File: config.mk
export PLATFORM = sky130hd
export DESIGN_NAME = prefetch_unit_flat
export DESIGN_NICKNAME = d
export VERILOG_FILES = /design/src/rtl/fetch_pkg.sv /design/src/rtl/prefetch_unit_if.sv /design/src/rtl/fetch_slot_queue.sv /design/src/rtl/prefetch_unit.sv /design/src/flat_wrapper.sv
export SDC_FILE = /design/constraint.sdc
export NUM_CORES = 1
export LEC_CHECK = 0
export BUFFER_PORTS_ARGS = -buffer_cell sky130_fd_sc_hd__buf_2
export CORE_ASPECT_RATIO = 1.1
export CORE_MARGIN = 4
export CORE_UTILIZATION = 50
export CTS_BUF_LIST = sky130_fd_sc_hd__clkbuf_16
export DETAILED_ROUTE_END_ITERATION = 12
export PLACE_DENSITY_LB_ADDON = 0.1
export SLEW_MARGIN = 5
export SYNTH_ARGS = -nofsm -noshare
export SYNTH_HDL_FRONTEND = slang
export SYNTH_SLANG_ARGS = --single-unit
export TNS_END_PERCENT = 1
File: constraint.sdc
create_clock -name clk -period 2.6 [get_ports clk]
set_input_delay 0.13 -clock clk [delete_from_list [all_inputs] [get_ports clk]]
set_output_delay 0.13 -clock clk [all_outputs]
set_load 0.005 [all_outputs]
File: src/rtl/fetch_pkg.sv
// Shared types and constants for the instruction prefetch unit.
//   fetch_entry_t : one queue slot {pc, instr, filled} at the default widths
//   PC_STEP       : byte distance between sequential fetch addresses
package fetch_pkg;

  localparam int unsigned XLEN_DEFAULT = 32;
  localparam int unsigned ILEN_DEFAULT = 32;
  localparam int unsigned PC_STEP      = 4;

  typedef struct packed {
    logic [XLEN_DEFAULT-1:0] pc;
    logic [ILEN_DEFAULT-1:0] instr;
    logic                    filled;
  } fetch_entry_t;

endpackage

File: src/rtl/prefetch_unit_if.sv
// Instruction-memory request/grant bus plus the decode valid/ready bus.
//   master : prefetch unit side (drives imem_req/addr and instr_*)
//   slave  : memory + decode side
interface prefetch_unit_if #(
  parameter int unsigned XLEN = fetch_pkg::XLEN_DEFAULT,
  parameter int unsigned ILEN = fetch_pkg::ILEN_DEFAULT
) ();

  logic            imem_req;
  logic [XLEN-1:0] imem_addr;
  logic            imem_gnt;
  logic            imem_rvalid;
  logic [ILEN-1:0] imem_rdata;
  logic            instr_valid;
  logic [ILEN-1:0] instr;
  logic [XLEN-1:0] instr_pc;
  logic            instr_ready;

  modport master (
    output imem_req, imem_addr, instr_valid, instr, instr_pc,
    input  imem_gnt, imem_rvalid, imem_rdata, instr_ready
  );

  modport slave (
    input  imem_req, imem_addr, instr_valid, instr, instr_pc,
    output imem_gnt, imem_rvalid, imem_rdata, instr_ready
  );

endinterface

File: src/rtl/fetch_slot_queue.sv
// DEPTH-slot in-order queue: slots are allocated on grant, filled in order
// by responses, freed from the head, and flushed on redirect.
//   alloc_en/alloc_pc : allocate the next slot for a granted request
//   fill_en/fill_data : write the oldest unfilled slot
//   free_en           : release the head slot
//   count/pend        : slots allocated / allocated-but-unfilled
//   head_*            : contents of the head slot
module fetch_slot_queue #(
  parameter int unsigned XLEN  = fetch_pkg::XLEN_DEFAULT,
  parameter int unsigned ILEN  = fetch_pkg::ILEN_DEFAULT,
  parameter int unsigned DEPTH = 4
) (
  input  logic                         clk,
  input  logic                         reset_n,
  input  logic                         flush,
  input  logic                         alloc_en,
  input  logic [XLEN-1:0]              alloc_pc,
  input  logic                         fill_en,
  input  logic [ILEN-1:0]              fill_data,
  input  logic                         free_en,
  output logic [$clog2(DEPTH+1)-1:0]   count,
  output logic [$clog2(DEPTH+1)-1:0]   pend,
  output logic [XLEN-1:0]              head_pc,
  output logic [ILEN-1:0]              head_instr,
  output logic                         head_filled
);

  localparam int unsigned PW = $clog2(DEPTH);
  localparam int unsigned CW = $clog2(DEPTH + 1);

  logic [XLEN-1:0]  pc_q    [DEPTH];
  logic [ILEN-1:0]  instr_q [DEPTH];
  logic [DEPTH-1:0] filled_q;
  logic [PW-1:0]    head_ptr, alloc_ptr, fill_ptr;

  assign head_pc     = pc_q[head_ptr];
  assign head_instr  = instr_q[head_ptr];
  assign head_filled = filled_q[head_ptr];

  // Slot storage and pointers; alloc and fill never target the same slot.
  always_ff @(posedge clk or negedge reset_n) begin
    if (!reset_n) begin
      for (int i = 0; i < int'(DEPTH); i++) begin
        pc_q[i]    <= '0;
        instr_q[i] <= '0;
      end
      filled_q  <= '0;
      head_ptr  <= '0;
      alloc_ptr <= '0;
      fill_ptr  <= '0;
      count     <= '0;
      pend      <= '0;
    end else if (flush) begin
      filled_q  <= '0;
      head_ptr  <= '0;
      alloc_ptr <= '0;
      fill_ptr  <= '0;
      count     <= '0;
      pend      <= '0;
    end else begin
      if (alloc_en) begin
        pc_q[alloc_ptr]     <= alloc_pc;
        filled_q[alloc_ptr] <= 1'b0;
        alloc_ptr           <= alloc_ptr + PW'(1);
      end
      if (fill_en) begin
        instr_q[fill_ptr]  <= fill_data;
        // A head slot consumed straight from the response is never marked filled.
        filled_q[fill_ptr] <= !(free_en && (fill_ptr == head_ptr));
        fill_ptr           <= fill_ptr + PW'(1);
      end
      if (free_en) begin
        head_ptr <= head_ptr + PW'(1);
      end
      count <= count + CW'(alloc_en) - CW'(free_en);
      pend  <= pend + CW'(alloc_en) - CW'(fill_en);
    end
  end

endmodule

File: src/rtl/prefetch_unit.sv
// Instruction prefetch unit: owns the fetch PC, keeps up to DEPTH requests
// in flight, buffers responses in order and hands them to decode.
//   clk, reset_n          : clock, async active-low reset
//   redirect_valid/_pc    : one-cycle redirect to a new fetch address
//   bus (master)          : imem request/grant/response + decode valid/ready
// Optional build macro FETCH_BYPASS_EN: a response filling an empty head slot
// is presented to decode combinationally in the same cycle.
module prefetch_unit import fetch_pkg::*; #(
  parameter int unsigned     XLEN     = XLEN_DEFAULT,
  parameter int unsigned     ILEN     = ILEN_DEFAULT,
  parameter int unsigned     DEPTH    = 4,
  parameter logic [XLEN-1:0] RESET_PC = '0
) (
  input  logic            clk,
  input  logic            reset_n,
  input  logic            redirect_valid,
  input  logic [XLEN-1:0] redirect_pc,
  prefetch_unit_if.master bus
);

  localparam int unsigned CW      = $clog2(DEPTH + 1);
  localparam logic [CW:0] DEPTH_W = (CW + 1)'(DEPTH);

  logic [XLEN-1:0] fetch_pc, redirect_aligned, head_pc;
  logic [ILEN-1:0] head_instr;
  logic [CW-1:0]   discard_cnt, q_count, q_pend;
  logic [CW:0]     credit_used;
  logic            grant, fill_en, drop_rsp, deq, head_alloc, head_filled;

  // Stale in-flight responses still hold credit until they return.
  assign credit_used  = {1'b0, q_count} + {1'b0, discard_cnt};
  assign bus.imem_req = reset_n && !redirect_valid && (credit_used < DEPTH_W);
  assign bus.imem_addr = fetch_pc;

  assign grant    = bus.imem_req && bus.imem_gnt;
  assign fill_en  = bus.imem_rvalid && !redirect_valid && (discard_cnt == '0);
  assign drop_rsp = bus.imem_rvalid && !redirect_valid && (discard_cnt != '0);
  assign head_alloc = (q_count != '0);
  assign redirect_aligned = redirect_pc & ~XLEN'(3);

`ifdef FETCH_BYPASS_EN
  logic bypass;
  assign bypass          = fill_en && head_alloc && !head_filled;
  assign bus.instr_valid = !redirect_valid && head_alloc && (head_filled || bypass);
  assign bus.instr       = bypass ? bus.imem_rdata : head_instr;
`else
  assign bus.instr_valid = !redirect_valid && head_alloc && head_filled;
  assign bus.instr       = head_instr;
`endif
  assign bus.instr_pc = head_pc;
  assign deq          = bus.instr_valid && bus.instr_ready;

  // Fetch PC and count of responses to discard after a redirect.
  always_ff @(posedge clk or negedge reset_n) begin
    if (!reset_n) begin
      fetch_pc    <= RESET_PC;
      discard_cnt <= '0;
    end else if (redirect_valid) begin
      fetch_pc    <= redirect_aligned;
      discard_cnt <= discard_cnt + q_pend - CW'(bus.imem_rvalid);
    end else begin
      if (grant) begin
        fetch_pc <= fetch_pc + XLEN'(PC_STEP);
      end
      if (drop_rsp) begin
        discard_cnt <= discard_cnt - CW'(1);
      end
    end
  end

  fetch_slot_queue #(
    .XLEN  (XLEN),
    .ILEN  (ILEN),
    .DEPTH (DEPTH)
  ) u_queue (
    .clk         (clk),
    .reset_n     (reset_n),
    .flush       (redirect_valid),
    .alloc_en    (grant),
    .alloc_pc    (fetch_pc),
    .fill_en     (fill_en),
    .fill_data   (bus.imem_rdata),
    .free_en     (deq),
    .count       (q_count),
    .pend        (q_pend),
    .head_pc     (head_pc),
    .head_instr  (head_instr),
    .head_filled (head_filled)
  );

endmodule

File: src/flat_wrapper.sv
// flat-port wrapper written by rule: the top's interface ports become plain ports
module prefetch_unit_flat import fetch_pkg::*;
#(
  parameter int unsigned     XLEN     = XLEN_DEFAULT,
  parameter int unsigned     ILEN     = ILEN_DEFAULT,
  parameter int unsigned     DEPTH    = 4,
  parameter logic [XLEN-1:0] RESET_PC = '0
)
  (clk, reset_n, redirect_valid, redirect_pc, bus_imem_req, bus_imem_addr, bus_instr_valid, bus_instr, bus_instr_pc, bus_imem_gnt, bus_imem_rvalid, bus_imem_rdata, bus_instr_ready);
  prefetch_unit_if #(.XLEN(XLEN), .ILEN(ILEN)) bus_i ();
  input  logic clk;
  input  logic reset_n;
  input  logic redirect_valid;
  input  logic [XLEN-1:0] redirect_pc;
  output wire logic [$bits(bus_i.imem_req)-1:0] bus_imem_req;
  output wire logic [$bits(bus_i.imem_addr)-1:0] bus_imem_addr;
  output wire logic [$bits(bus_i.instr_valid)-1:0] bus_instr_valid;
  output wire logic [$bits(bus_i.instr)-1:0] bus_instr;
  output wire logic [$bits(bus_i.instr_pc)-1:0] bus_instr_pc;
  input wire logic [$bits(bus_i.imem_gnt)-1:0] bus_imem_gnt;
  input wire logic [$bits(bus_i.imem_rvalid)-1:0] bus_imem_rvalid;
  input wire logic [$bits(bus_i.imem_rdata)-1:0] bus_imem_rdata;
  input wire logic [$bits(bus_i.instr_ready)-1:0] bus_instr_ready;
  assign bus_imem_req = bus_i.imem_req;
  assign bus_imem_addr = bus_i.imem_addr;
  assign bus_instr_valid = bus_i.instr_valid;
  assign bus_instr = bus_i.instr;
  assign bus_instr_pc = bus_i.instr_pc;
  assign bus_i.imem_gnt = bus_imem_gnt;
  assign bus_i.imem_rvalid = bus_imem_rvalid;
  assign bus_i.imem_rdata = bus_imem_rdata;
  assign bus_i.instr_ready = bus_instr_ready;
  prefetch_unit #(.XLEN(XLEN), .ILEN(ILEN), .DEPTH(DEPTH), .RESET_PC(RESET_PC)) u_core (.clk(clk), .reset_n(reset_n), .redirect_valid(redirect_valid), .redirect_pc(redirect_pc), .bus(bus_i));
endmodule
; ---- Yosys cells after proc, flatten, opt, wreduce, memory -nomap -nowiden
; Index checks and enable logic that the tools add are counted.
[totals]
register_bits = 307
in_bits = 70
output_inout_bits = 98
word_cells = 106
[classes]
n_addsub = 12
order_cmp = 11
eq_ne = 1
n_mux = 35
n_bitwise = 6
reduce_logical = 25
[op_table]
columns = op, count
row1 = bitwise mux 128 bit, 2
row2 = two-way mux 32 bit, 8
row3 = binary-select mux 32 bit (select 2 bit), 2
row4 = demux 32 bit (select 2 bit), 2
row5 = "adder 32 x 3 -> 32 bit, second input constant", 1
row6 = two-way mux 4 bit, 4
row7 = logical AND 1 bit, 14
row8 = two-way mux 2 bit, 6
row9 = two-way mux 3 bit, 4
row10 = "greater-or-equal comparator 3 bit, second input constant", 3
row11 = "< comparator 2 x 3 -> 1 bit, second input constant", 3
row12 = inverter 2 -> 3 bit, 3
row13 = subtractor 3 x 1 -> 3 bit, 3
row14 = nonzero test 2 bit, 4
row15 = "adder 2 x 1 -> 2 bit, second input constant", 3
row16 = adder 3 x 1 -> 3 bit, 2
row17 = "< comparator 3 x 1 -> 1 bit, second input constant", 2
row18 = nonzero test 3 bit, 2
row19 = adder 3 x 3 -> 4 bit, 1
row20 = bitwise AND 4 bit, 1
row21 = bitwise mux 4 bit, 1
row22 = demux 1 bit (select 2 bit), 2
row23 = "greater-or-equal comparator 2 x 1 -> 1 bit, second input constant", 2
row24 = "< comparator 4 x 3 -> 1 bit, second input constant", 1
row25 = other kinds (10), 14

; ---- Logic depth before layout (Yosys ltp)
; Gate-level depths: netlist of run 1.
[logic_depth]
word_depth = 11
ltp_mapped = 13
depth_no_buf = 11

; ---- Cells and area by module
; From an unflattened synthesis of run 1, not the netlist that was laid out.
[unflattened]
hier_cells = 978
area_unflattened_um2 = 14760.4
[by_module_without_submodules]
columns = mod, instances, cells_each, area_per_inst_um2
row1 = fetch_slot_queue, 1, 709, 12465.7
row2 = prefetch_unit, 1, 269, 2294.7

; ---- Least setup slack after synthesis of run 1
; Ideal clock, no wire load.
[synth_timing]
kind = reg-to-reg
startpoint = register u_core.u_queue.count[1]
endpoint = register u_core.u_queue.pend[2]
setup_ns = 0.132
arrival_ns = 2.420
required_time_ns = 2.468
setup_slack_ns = 0.049
path_stages_with_launch = 14
path_buffers = 2
period_less_slack_ns = 2.551
path_cell_list = dfrtp_1 -> ha_1 -> nand3_1 -> and4_1 -> buf_6 -> inv_2 -> buf_2 -> ha_1 -> inv_1 -> ha_1 -> inv_1 -> fa_1 -> xnor2_1 -> nor2_1
[synth_between]
elab_chain_cells = 7
[synth_lines]
columns = element, line
row1 = start: declaration, fetch_slot_queue.sv:21  ; output logic [$clog2(DEPTH+1)-1:0] count,
row2 = start signal: assignment, fetch_slot_queue.sv:75  ; count <= count + CW'(alloc_en) - CW'(free_en);
row3 = adder 3 x 3 -> 4 bit, prefetch_unit.sv:31  ; assign credit_used = {1'b0, q_count} + {1'b0, discard_cnt};
row4 = < comparator 4 x 3 -> 1 bit, prefetch_unit.sv:32  ; assign bus.imem_req = reset_n && !redirect_valid && (credit_used < DEPTH_W);
row5 = logical AND 1 bit, prefetch_unit.sv:32
row6 = logical AND 1 bit, prefetch_unit.sv:35  ; assign grant = bus.imem_req && bus.imem_gnt;
row7 = adder 3 x 1 -> 3 bit, fetch_slot_queue.sv:76  ; pend <= pend + CW'(alloc_en) - CW'(fill_en);
row8 = subtractor 3 x 1 -> 3 bit, fetch_slot_queue.sv:76
row9 = two-way mux 3 bit, fetch_slot_queue.sv:53  ; end else if (flush) begin
row10 = end signal: assignment, fetch_slot_queue.sv:76
row11 = end: declaration, fetch_slot_queue.sv:22  ; output logic [$clog2(DEPTH+1)-1:0] pend,
; No other way between the ends.
; A chain may end at the register's enable or synchronous reset.

; ---- Worst setup path after layout of run 1
[layout_timing]
startpoint = register u_core.u_queue.head_ptr[0]
endpoint = register u_core.u_queue.count[2]
[layout_between]
elab_chain_cells = 6
[layout_lines]
columns = element, line
row1 = start: declaration, fetch_slot_queue.sv:34  ; logic [PW-1:0] head_ptr, alloc_ptr, fill_ptr;
row2 = start signal: assignment, fetch_slot_queue.sv:73  ; head_ptr <= head_ptr + PW'(1);
row3 = binary-select mux 1 bit (select 2 bit), fetch_slot_queue.sv:38  ; assign head_filled = filled_q[head_ptr];
row4 = two-way mux 1 bit (not written as such), fetch_slot_queue.sv:38
row5 = logical AND 1 bit, prefetch_unit.sv:47  ; assign bus.instr_valid = !redirect_valid && head_alloc && head_filled;
row6 = logical AND 1 bit, prefetch_unit.sv:51  ; assign deq = bus.instr_valid && bus.instr_ready;
row7 = subtractor 3 x 1 -> 3 bit, fetch_slot_queue.sv:75
row8 = two-way mux 3 bit, fetch_slot_queue.sv:53
; No other way between the ends. The select of a mux whose other input is x is not followed.

==> metrics.md, run 1 <==
| Metric | Value |
|---|---|
| Status | `completed` |
| Detailed Place HPWL | `19.8 mm` |
| Num rows | `63` |
| Fin Setup TNS | `0 ns` |
| Slowest CP cell | `mux4_2` |
| Hold depth | `4` |
| VDD IR max | `roughly 0.00054 V` |
| Tightest Hold Check Type | `in2reg` |
| Crit start category | `register` |
| Crit end category | `register` |
| Routed wire length | `31.2 mm` |
| Initial antenna violation count | `3` |
| Dpl cell area | `0.0150 mm2` |
| Max Root-Sink Buffers | `3` |
| R2R Setup Slk | `0.16 ns` |
| Sink Count | `297` |
| Via count | `8666` |
| Core area | `0.0270 mm2` |
| # DRC | `0` |
| Critical-path cell list | `mux4_2 -> and4bb_1 -> ha_1 -> inv_1 -> ha_1 -> inv_1 -> fa_1 -> xnor2_1 -> nor2_1` |
| Clock Latency Late Sink | `0.56 ns` |
| Clock skew | `0.0182 ns` |
| Synth warn | `0` |
| Worst slew pin tran | `0.809 ns` |
| Endpoints failing setup | `0` |
| DIE AREA | `0.0301 mm2` |
| Top_reg_cell synth | `dfrtp_1` |
| Area occupied by multi-input gates | `about 0.0059 mm2` |
| CTS root buffer | `clkbuf_16` |
| DP Worst Slack | `0.131 ns` |
| Slew headroom | `46.1%` |
| Syn Inst Count | `958` |
| Yosys top cell by area | `dfrtp_1` |
| Crit-path leading delay family | `adder cells` |
| Mean number of vias per cell | `5.53` |
| Global placer's final weighted congestion | `0.800` |
| Die Y | `182 um` |
| Lkg Pwr | `between 7 and 8 nW` |
| RSZ-0062 raised after global routing | `no` |
| Post-synth EDFFs | `0` |
| Setup CP Type | `reg2reg` |
| IO Pins | `168` |
| Layout cell share with drive strength beyond 1 | `45.3%` |
| Seq/Total Area, Yosys | `54.3%` |
| GRT Total Usage | `20.9%` |
| Netlist cell types | `54` |
| Die width | `166 um` |
| Area grow syn2layout | `20.7%` |
| Largest net degree at the start of global routing | `154` |
| Most frequent cells in the layout | `dfrtp_1, mux2_2, buf_2` |
| Cts bufs inserted | `31` |
| Number of synthesized register bits | `297` |
| R2R depth | `9` |
| MaxCap Viol Count | `0` |
| DRT Pass-1 Iters | `4` |
| Critical Path Fanout Max | `4` |
| Initial core utilization | `50.8%` |
| Final Cycle Share | `93.9%` |
| WP buf/inv | `2` |
| Nets@finish | `roughly 1300` |
| Crit path DAT | `2.88 ns` |
| Fill cells | `roughly 2200` |
| Design area | `0.0165 mm2` |
| Clk slew on worst S/H paths | `0.06 ns` |
| CTS H-tree depth | `1` |
| Post-detailed-route count of antenna-violating nets | `0` |
| Most common cell after layout, fill and taps aside | `dfrtp_1` |
| Critical path required time | `between 3 and 4 ns` |
| Post-Syn Area | `0.0137 mm2` |
| Max stage delay on crit path | `about 0.52 ns` |
| Achievable frequency | `0.410 GHz` |
| Global route overflow | `0` |
| Async set-reset flop share out of synthesis | `100%` |
| CTS tree | `yes` |
| Final Hold Fails | `0` |
| Fin. max-slew vios | `0` |
| WP depth | `9` |
| Top cells by area, synth | `dfrtp_1, mux2_2, mux4_2, ha_1, nand2_1` |
| DR WL/cell | `a little under 20 um` |
| DR iter-0 viols | `337` |
| Tmin final | `2.44 ns` |
| Global-route wire length before repair | `51.5 mm` |
| Register area | `between 0.007 and 0.008 mm2` |
| Synth top area share | `54.3%` |
| Number of global-route vias before repair | `roughly 9400` |
| P per Cell Area | `about 800 mW/mm2` |
| Port Buf Inserts | `161` |
| Syn Area/Cell | `14.3 um2` |
| Postcts setup bufs | `0` |
| Post-route setup slack | `0.158 ns` |
synthesized netlist by cell type (all sizes together), types with 2 or more instances:
master	number
a21oi	6
a221o	6
a31o	4
a31oi	3
and3	6
and4	6
buf	49
clkbuf	18
dfrtp	297
fa	3
ha	20
inv	20
mux2	232
mux2i	4
mux4	63
nand2	70
nand3	13
nand4	16
nor2	17
nor2b	3
nor3	3
nor3b	4
nor4	3
o211ai	11
o21ai	42
o311ai	3
o31ai	2
or3	5
xnor2	10
xor2	6
routing by layer:
| layer | part of all wire [%] | global-route usage, % |
|---|---|---|
| met1 | 44 | 28.4 |
| met2 | 49 | 35.1 |
| met3 | 4.8 | 3.81 |
| met4 | 2.3 | 5.58 |
| met5 | 0 | 0 |
stage by stage:
stage                     cells  utilization [%]  total power [mW]  hold slack [ns]
after floorplan             961                -              8.14           -0.166
after global placement     1444             55.6              9.26            0.303
after detailed placement   1444             55.6              9.38            0.301
after CTS                  1564             61.2              13.4           0.0397
after global routing       1566             61.3              14.0            0.102
final                      1566             61.3              13.2           0.0622
cells by family (layout without fill, tap and decap cells):
group,Yosys count,count (layout),share of synthesized area (%)
multiplexers,299,299,29.7
flip-flops,297,297,54.3
AND/OR/NAND/NOR,152,152,5.87
buffers and inverters,88,334,3.00
AO/OA/AOI/OAI,82,82,3.79
adder cells (fa/ha/maj),23,23,2.27
XOR/XNOR,16,16,1.02
other,1,6,0.0274
state kept, by name (all words and copies together) (netlist names):
signal,flops
u_core.u_queue.pend,3
u_core.u_queue.pc_q,120
u_core.u_queue.alloc_ptr,2
u_core.u_queue.instr_q,128
u_core.bus.imem_addr,30
u_core.discard_cnt,3
u_core.u_queue.count,3
u_core.u_queue.filled_q,4
u_core.u_queue.head_ptr,2
u_core.u_queue.fill_ptr,2
tightest hold or removal path, delay by kind of cell:
kind | cells | cell delay (ns)
buffers and inverters | 1 | 0.13
XOR/XNOR | 1 | 0.08
AND/OR/NAND/NOR | 2 | 0.23
where the power goes:
group          total, mW  internal (mW)  switching [mW]
logic               3.07           1.88            1.19
registers           6.26           5.65           0.605
clock network       3.92           2.15            1.78
total               13.2           9.68            3.57
cell type report:
class / count / area share (%)
antenna: 2 / 0.0303
clock inverter: 25 / 0.689
tap: 357 / 2.70
sequential: 297 / 45.0
timing repair buffer: 257 / 10.9
clock buffer: 31 / 4.70
multi-input combinational: 576 / 35.5
inverter: 21 / 0.477
worst paths after layout:
path | to | start
worst min-delay path | u_core.u_queue.fill_ptr[0]$_DFFE_PN0P_ | bus_imem_rvalid
worst max-delay path | u_core.u_queue.count[2]$_DFF_PN0_ | u_core.u_queue.head_ptr[0]$_DFFE_PN0P_
min in group asynchronous | u_core.u_queue.instr_q[42]$_DFFE_PN0P_ | reset_n
worst min register to register | u_core.u_queue.pc_q[4]$_DFFE_PN0P_ | u_core.u_queue.pc_q[4]$_DFFE_PN0P_
worst max register to register | u_core.u_queue.count[2]$_DFF_PN0_ | u_core.u_queue.head_ptr[0]$_DFFE_PN0P_
max in group asynchronous | u_core.u_queue.head_ptr[0]$_DFFE_PN0P_ | reset_n
repair_timing:
item / 4_1_cts / 5_1_grt
resized for setup: 0 / 2
hold buffers: 64 / 0
hold endpoints to repair: 201 / 0
setup endpoints to repair: 0 / 21
(Power assumes the default switching activity.)
==> run 2, diff against run 1 <==
Settings changed: CORE_UTILIZATION 50 to 40, GPL_TIMING_DRIVEN from default to 0.
Clock period 2.6 ns to 2.9 ns, I/O delays scaled along.
==> run 2 against run 1 <==
  * Die area is 24% higher
  * Clock power is 2% higher
  * Total power is 6.1% lower
  * Clock skew is 0.0049 ns lower
  * First-iteration DRC count is 12% higher
  * Global-route usage is 2.2 points lower
  * Utilization is 11 points lower
  * Final cell count is 7.9% higher
  * Design area is 2.8% higher
  * Sequential power is 11% lower
  * Highest routed layer unchanged
==> metrics.md, run 2 (synthesized netlist as in run 1, its figures left out) <==
| Metric | Value |
|---|---|
| CTS root buffer | `clkbuf_16 (unchanged)` |
| Num rows | `70 (was 63)` |
| Design area | `0.0170 mm2 (was 0.0165 mm2)` |
| VDD IR max | `0.000455 V (was 0.000544 V)` |
| Number of global-route vias before repair | `9530 (was 9415)` |
| WHS Endpoint | `u_core.discard_cnt[1]$_DFFE_PN0P_ (was u_core.u_queue.fill_ptr[0]$_DFFE_PN0P_)` |
| Crit start category | `register (unchanged)` |
| Dpl cell area | `0.0151 mm2 (was 0.0150 mm2)` |
| Global-route wire length before repair | `54.8 mm (was 51.5 mm)` |
| Achievable frequency | `0.364 GHz` |
| Slew headroom | `33.5% (was 46.1%)` |
| Tightest Hold Check Type | `in2reg (unchanged)` |
| Crit end category | `primary output (was register)` |
| Area grow syn2layout | `24.1% (was 20.7%)` |
| Final core occ | `50.7% (was 61.3%)` |
| Most common cell after layout, fill and taps aside | `dfrtp_1 (unchanged)` |
| RSZ-0062 raised after global routing | `no (unchanged)` |
| Port Buf Inserts | `160 (was 161)` |
| Final Hold Fails | `0 (unchanged)` |
| DR iter-0 viols | `377 (was 337)` |
| Die width | `184 um (was 166 um)` |
| RR Startpoint | `u_core.u_queue.count[2]$_DFF_PN0_ (was u_core.u_queue.head_ptr[0]$_DFFE_PN0P_)` |
| Tmin final | `2.75 ns` |
| DR WL/cell | `20.4 um (was 19.9 um)` |
| Global route overflow | `0 (unchanged)` |
| Mean number of vias per cell | `5.24 (was 5.53)` |
| Max reg flops | `128 (unchanged)` |
| Clock skew | `0.0133 ns (was 0.0182 ns)` |
| MaxCap Viol Count | `0 (unchanged)` |
| WP buf/inv | `3 (was 2)` |
| Most frequent CP cell | `clkbuf_1` |
| Worst slew pin tran | `0.997 ns (was 0.809 ns)` |
| Clock Latency Late Sink | `0.50 ns (was 0.56 ns)` |
| Die Y | `202 um (was 182 um)` |
| Worst R2R End | `u_core.u_queue.pend[2]$_DFF_PN0_ (was u_core.u_queue.count[2]$_DFF_PN0_)` |
| Sink Count | `297 (unchanged)` |
| IO Pins | `168 (unchanged)` |
| Fin cells | `1690 (was 1566)` |
| Max Root-Sink Buffers | `3 (unchanged)` |
| Layout cell share with drive strength beyond 1 | `45.6% (was 45.3%)` |
| Setup CP Type | `reg2out (was reg2reg)` |
| Final Cycle Share | `94.8%` |
| DIE AREA | `0.0373 mm2 (was 0.0301 mm2)` |
| Initial core utilization | `40.8% (was 50.8%)` |
| Hold Path Origin | `bus_imem_rvalid (unchanged)` |
| Post-detailed-route count of antenna-violating nets | `0 (unchanged)` |
| R2R depth | `13 (was 9)` |
| CTS H-tree depth | `2 (was 1)` |
| Clk slew on worst S/H paths | `0.06 ns (about the same)` |
| Crit-path leading delay family | `buffers and inverters (was adder cells)` |
| DRT Pass-1 Iters | `4 (unchanged)` |
| Via count | `8859 (was 8666)` |
| Max stage delay on crit path | `0.63 ns (was 0.52 ns)` |
| P per Cell Area | `732 mW/mm2 (was 802 mW/mm2)` |
| Lkg Pwr | `8.16 nW (was 7.94 nW)` |
| Largest net degree at the start of global routing | `105 (was 154)` |
| R2R Setup Slk | `0.21 ns (was 0.16 ns)` |
| Design Power | `12.4 mW (was 13.2 mW)` |
| Critical path required time | `2.76 ns (was 3.04 ns)` |
| Biggest register | `u_core.u_queue.instr_q (unchanged)` |
| Detailed Place HPWL | `22.8 mm (was 19.8 mm)` |
| # DRC | `0 (unchanged)` |
| Initial antenna violation count | `2 (was 3)` |
| Critical-path cell list | `clkbuf_1 -> clkbuf_1 -> mux4_2 -> buf_2 (was mux4_2 -> and4bb_1 -> ha_1 -> inv_1 -> ha_1 -> inv_1 -> fa_1 -> xnor2_1 -> nor2_1)` |
| Endpoints failing setup | `0 (unchanged)` |
| Hold depth | `4 (unchanged)` |
| Core area | `0.0335 mm2 (was 0.0270 mm2)` |
| Crit path DAT | `2.61 ns (was 2.88 ns)` |
| Fin. max-slew vios | `0 (unchanged)` |
| Cts bufs inserted | `35 (was 31)` |
| Global placer's final weighted congestion | `0.766 (was 0.800)` |
| Slowest CP cell | `clkbuf_1 (was mux4_2)` |
| Critical Path Fanout Max | `10 (was 4)` |
| Nets@finish | `1329 (was 1277)` |
| Routed wire length | `34.4 mm (was 31.2 mm)` |
| Status | `completed (unchanged)` |
| GRT Total Usage | `18.7% (was 20.9%)` |
| Most frequent cells in the layout | `dfrtp_1, mux2_2, buf_2 (unchanged)` |
| WP depth | `4 (was 9)` |
| Placed Cells | `1555 (was 1444)` |
| CTS tree | `yes (unchanged)` |
## run 2: power by group
part	internal, mW	switching [mW]	total (mW)
registers	5.07	0.498	5.57
clock network	2.37	1.63	4.00
logic	1.72	1.15	2.87
## run 2: worst reg2reg max path, cell delays in order (launching register included)
cell and delay (ns):
dfrtp_1 0.41, ha_1 0.22, nor3b_2 0.20, and4_4 0.27, buf_8 0.14, inv_4 0.08, buf_6 0.17, ha_1 0.28
inv_1 0.06, ha_1 0.13, inv_1 0.05, fa_1 0.37, xnor2_1 0.16, nor2_1 0.05
## run 2: repair_timing
| action | in CTS | in global routing |
|---|---|---|
| pin swaps | 0 | 3 |
| setup buffers | 0 | 8 |
| cloned | 1 | 0 |
| endpoints found under the hold margin | 247 | 0 |
| gates resized for setup | 6 | 6 |
| setup endpoints to repair | 14 | 4 |
| hold buffers | 67 | 0 |
## run 2: metrics by stage
step | TNS (ns) | worst slack [ns] | hold slack (ns)
6_report | 0 | 0.150 | 0.178
5_1_grt | 0 | 0.0156 | 0.204
4_1_cts | 0 | 0.000993 | 0.166
3_5_place_dp | -16.13 | -0.855 | 0.208
3_3_place_gp | -2057.36 | -5.59 | 0.370
2_1_floorplan | 0 | 0.349 | -0.151
## run 2: how the worst max path moves through the flow
stage / start / slack, ns / to
after detailed placement: reset_n / -0.85 / u_core.u_queue.count[2]$_DFF_PN0_
after CTS: u_core.u_queue.count[1]$_DFF_PN0_ / 0.001 / u_core.u_queue.pend[2]$_DFF_PN0_
after floorplan: u_core.u_queue.count[1]$_DFF_PN0_ / 0.35 / u_core.u_queue.pend[2]$_DFF_PN0_
after global placement: reset_n / -5.59 / u_core.u_queue.count[2]$_DFF_PN0_
final: u_core.u_queue.head_ptr[1]$_DFFE_PN0P_ / 0.15 / bus_instr[23]
after global routing: u_core.u_queue.head_ptr[1]$_DFFE_PN0P_ / 0.02 / bus_instr_pc[6]
## run 2: final cells by class
| class | instances | area [um2] |
|---|---|---|
| buffer | 67 | 344 |
| clock inverter | 21 | 114 |
| sequential | 297 | 7430 |
| inverter | 21 | 81.3 |
| clock buffer | 37 | 926 |
| multi-input combinational | 576 | 5860 |
| antenna | 1 | 2.50 |
| fill | 2993 | 16600 |
| timing repair buffer | 238 | 1690 |
| tap | 432 | 541 |
## run 2: layer usage
layer,routed length [um],track usage (%)
met1,15500,25.9
met5,0,0
met3,1560,3.06
met2,16800,31.1
met4,638,4.07
==> run 3, diff against run 2 <==
Settings changed: ABC_CLOCK_PERIOD_IN_PS from default to 2900, SYNTH_HIERARCHICAL from default to 1.
==> run 3 against run 2 <==
  * Global-route usage is essentially flat
  * Register-to-register slack got worse by 0.05 ns
  * Critical endpoint is now u_core/u_queue/pc_q[100]$_DFFE_PN0P_
  * Largest cell class unchanged
  * First-iteration DRC count shrank 0.80%
  * Count of clock-buffer cells in the layout is 2 higher
  * Non-clock buffer count decreased by 1
==> metrics.md, run 3 <==
| Metric | Value |
|---|---|
| Crit path DAT | `3.16 ns (was 2.61 ns)` |
| Via count | `9253 (was 8859)` |
| Hold Slack | `0.0363 ns (was 0.178 ns)` |
| Syn Area/Cell | `15.1 um2 (was 14.3 um2)` |
| Clock skew | `0.0174 ns (was 0.0133 ns)` |
| Tmin final | `2.74 ns (was 2.75 ns)` |
| Final Cycle Share | `94.5% (was 94.8%)` |
| Fill cells | `3137 (was 2993)` |
| Fin Setup TNS | `0 ns (unchanged)` |
| Setup CP Type | `reg2reg (was reg2out)` |
| Mean number of vias per cell | `5.17 (was 5.24)` |
| RSZ-0062 raised after global routing | `no (unchanged)` |
| Yosys top cell by area | `dfrtp_1 (unchanged)` |
| CTS root buffer | `clkbuf_16 (unchanged)` |
| Post-Syn Area | `0.0148 mm2 (was 0.0137 mm2)` |
| P per Cell Area | `669 mW/mm2 (was 732 mW/mm2)` |
| Post-detailed-route count of antenna-violating nets | `0 (unchanged)` |
| IO Pins | `168 (unchanged)` |
| Netlist cell types | `58 (was 54)` |
| Async set-reset flop share out of synthesis | `100% (unchanged)` |
| Port Buf Inserts | `163 (was 160)` |
| Most frequent cells in the layout | `dfrtp_1, buf_2, mux2_2 (was dfrtp_1, mux2_2, buf_2)` |
| Most frequent cell after synthesis | `dfrtp_1 (unchanged)` |
| Crit end category | `register (was primary output)` |
| Critical Path Fanout Max | `21 (was 10)` |
| Synth top area share | `51.7% (was 54.3%)` |
| Most common cell after layout, fill and taps aside | `dfrtp_1 (unchanged)` |
| Top_reg_cell synth | `dfrtp_1 (unchanged)` |
| Number of global-route vias before repair | `9861 (was 9530)` |
| Slew headroom | `50.6% (was 33.5%)` |
| Number of synthesized register bits | `305 (was 297)` |
| Global placer's final weighted congestion | `0.792 (was 0.766)` |
| DR iter-0 viols | `374 (was 377)` |
| Synth warn | `6 (was 0)` |
| Core area | `0.0363 mm2 (was 0.0335 mm2)` |
| Seq/Total Area, Yosys | `51.7% (was 54.3%)` |
| Final Hold Fails | `0 (unchanged)` |
| CTS H-tree depth | `2 (unchanged)` |
| Fin. max-slew vios | `0 (unchanged)` |
| Num rows | `73 (was 70)` |
| Global route overflow | `0 (unchanged)` |
| Sink Count | `305 (was 297)` |
| Lkg Pwr | `9.33 nW (was 8.16 nW)` |
| Synth top cells by count | `dfrtp_1, mux2_2, mux2_4 (was dfrtp_1, mux2_2, nand2_1)` |
| Critical-path cell list | `ha_1 -> nor4b_4 -> nand4_1 -> inv_2 -> buf_12 -> buf_4 -> nor2b_4 -> nand2_4 -> buf_4 -> mux2_2 (was clkbuf_1 -> clkbuf_1 -> mux4_2 -> buf_2)` |
| Worst slew pin tran | `0.742 ns (was 0.997 ns)` |
| Max stage delay on crit path | `0.44 ns (was 0.63 ns)` |
| CTS tree | `yes (unchanged)` |
| Achievable frequency | `0.365 GHz (was 0.364 GHz)` |
| Initial core utilization | `40.7% (was 40.8%)` |
| Initial antenna violation count | `2 (unchanged)` |
| Crit start category | `register (unchanged)` |
| Detailed Place HPWL | `24.3 mm (was 22.8 mm)` |
| Tightest Hold Check Type | `in2async (was in2reg)` |
| Clock Latency Late Sink | `0.54 ns (was 0.50 ns)` |
| Cts bufs inserted | `37 (was 35)` |
| VDD IR max | `0.000436 V (was 0.000455 V)` |
| Final core occ | `51.4% (was 50.7%)` |
| Layout cell share with drive strength beyond 1 | `48.1% (was 45.6%)` |
| DR WL/cell | `20.5 um (was 20.4 um)` |
| Syn Inst Count | `978 (was 958)` |
| Area grow syn2layout | `26.2% (was 24.1%)` |
| GRT Total Usage | `18.7% (about the same)` |
| Endpoints failing setup | `0 (unchanged)` |
| Largest net degree at the start of global routing | `68 (was 105)` |
| Design Power | `12.5 mW (was 12.4 mW)` |
| DIE AREA | `0.0400 mm2 (was 0.0373 mm2)` |
| Routed wire length | `36.7 mm (was 34.4 mm)` |
| Status | `completed (unchanged)` |
| Clk slew on worst S/H paths | `0.06 ns (about the same)` |
| Die Y | `209 um (was 202 um)` |
| Max Root-Sink Buffers | `3 (unchanged)` |
| Global-route wire length before repair | `58.7 mm (was 54.8 mm)` |
| Post-synth EDFFs | `0 (unchanged)` |
| # DRC | `0 (unchanged)` |
| Most frequent CP cell | `buf_4 (was clkbuf_1)` |
| MaxCap Viol Count | `0 (unchanged)` |
| Slowest CP cell | `dfrtp_1 (was clkbuf_1)` |
| Die width | `191 um (was 184 um)` |
| Nets@finish | `1367 (was 1329)` |
| DRT Pass-1 Iters | `5 (was 4)` |
| Critical path required time | `3.32 ns (was 2.76 ns)` |
| Top cells by area, synth | `dfrtp_1, mux2_4, mux2_2, mux4_2, ha_1 (was dfrtp_1, mux2_2, mux4_2, ha_1, nand2_1)` |
## run 3: cell types whose count changed after synthesis, moves of 9 or more
cell	previous run	this run
buf_6	2	14
clkbuf_1	18	8
mux2_2	231	136
mux2_4	0	120
nand2_1	66	46
nand3_1	12	21
nor2_1	17	27
o21ai_0	42	20
## run 3: final timing paths
check | slack, ns | cells after the start | endpoint | from
hold reg to reg | 0.50 | 1 | u_core/u_queue/pc_q[57]$_DFFE_PN0P_ | u_core/u_queue/pc_q[57]$_DFFE_PN0P_
min in group clk | 0.06 | 4 | u_core/discard_cnt[2]$_DFFE_PN0P_ | bus_imem_rvalid
hold / removal | 0.04 | 6 | u_core/u_queue/instr_q[55]$_DFFE_PN0P_ | reset_n
setup / recovery | 0.16 | 10 | u_core/u_queue/pc_q[100]$_DFFE_PN0P_ | u_core/u_queue/count[1]$_DFF_PN0_
max in group asynchronous | 2.02 | 6 | u_core/bus.imem_addr[14]$_DFFE_PN0P_ | reset_n
setup reg to reg | 0.16 | 10 | u_core/u_queue/pc_q[100]$_DFFE_PN0P_ | u_core/u_queue/count[1]$_DFF_PN0_
## run 3: layout make-up
type	count	area, um2	area share [%]
Buffer	54	433	2.32
Timing Repair Buffer	250	1940	10.4
Clock buffer	39	976	5.24
Antenna cell	1	2.50	0.0134
Tap cell	487	609	3.27
Clock inverter	27	196	1.05
Multi-Input combinational cell	600	6740	36.2
Sequential cell	305	7630	41.0
Inverter	26	97.6	0.524
## run 3: cells by family after synthesis
kind of cell	share of synthesized area, %
flops	51.7
simple gates	5.52
xor+xnor	0.831
mux	33.0
buf+inv	3.20
fa+ha+maj	2.10
other cells	0.0254
compound gates	3.64
## run 3: metrics by stage
stage	area, um2	setup slack [ns]	cells
final	18600	0.160	1789
after detailed placement	16300	-1.35	1640
after CTS	18500	0.0149	1784
after floorplan	14800	0.273	987
after global placement	16200	-5.97	1637
after global routing	18600	0.0269	1789
## run 3: power breakdown
group	switching [mW]	internal, mW
logic	1.00	1.65
clock network	1.80	2.69
registers	0.456	4.87
## run 3: timing repair
item,CTS,global route
endpoints found under the setup margin,136,121
hold buffers,77,0
pin swaps,1,2
endpoints found under the hold margin,339,0
buffers inserted,1,4
gates cloned,2,0
gates resized for setup,22,14
## run 3: metal layers
| metal | vias up | global-route usage [%] | share of wire (%) |
|---|---|---|---|
| met3 | 54 | 4.08 | 4.8 |
| met1 | 4770 | 25.5 | 44 |
| met5 | - | 0 | 0.035 |
| li1 | 4213 | - | - |
| met4 | 2 | 4.38 | 1.9 |
| met2 | 214 | 30.8 | 49 |
## run 3: critical path: cells and delay by family, from the launching register on
family | cells | cell delay [ns]
flip-flops | 1 | 0.44
buffers and inverters | 4 | 0.73
multiplexers | 1 | 0.28
adder cells (fa/ha/maj) | 1 | 0.24
AND/OR/NAND/NOR | 4 | 0.93
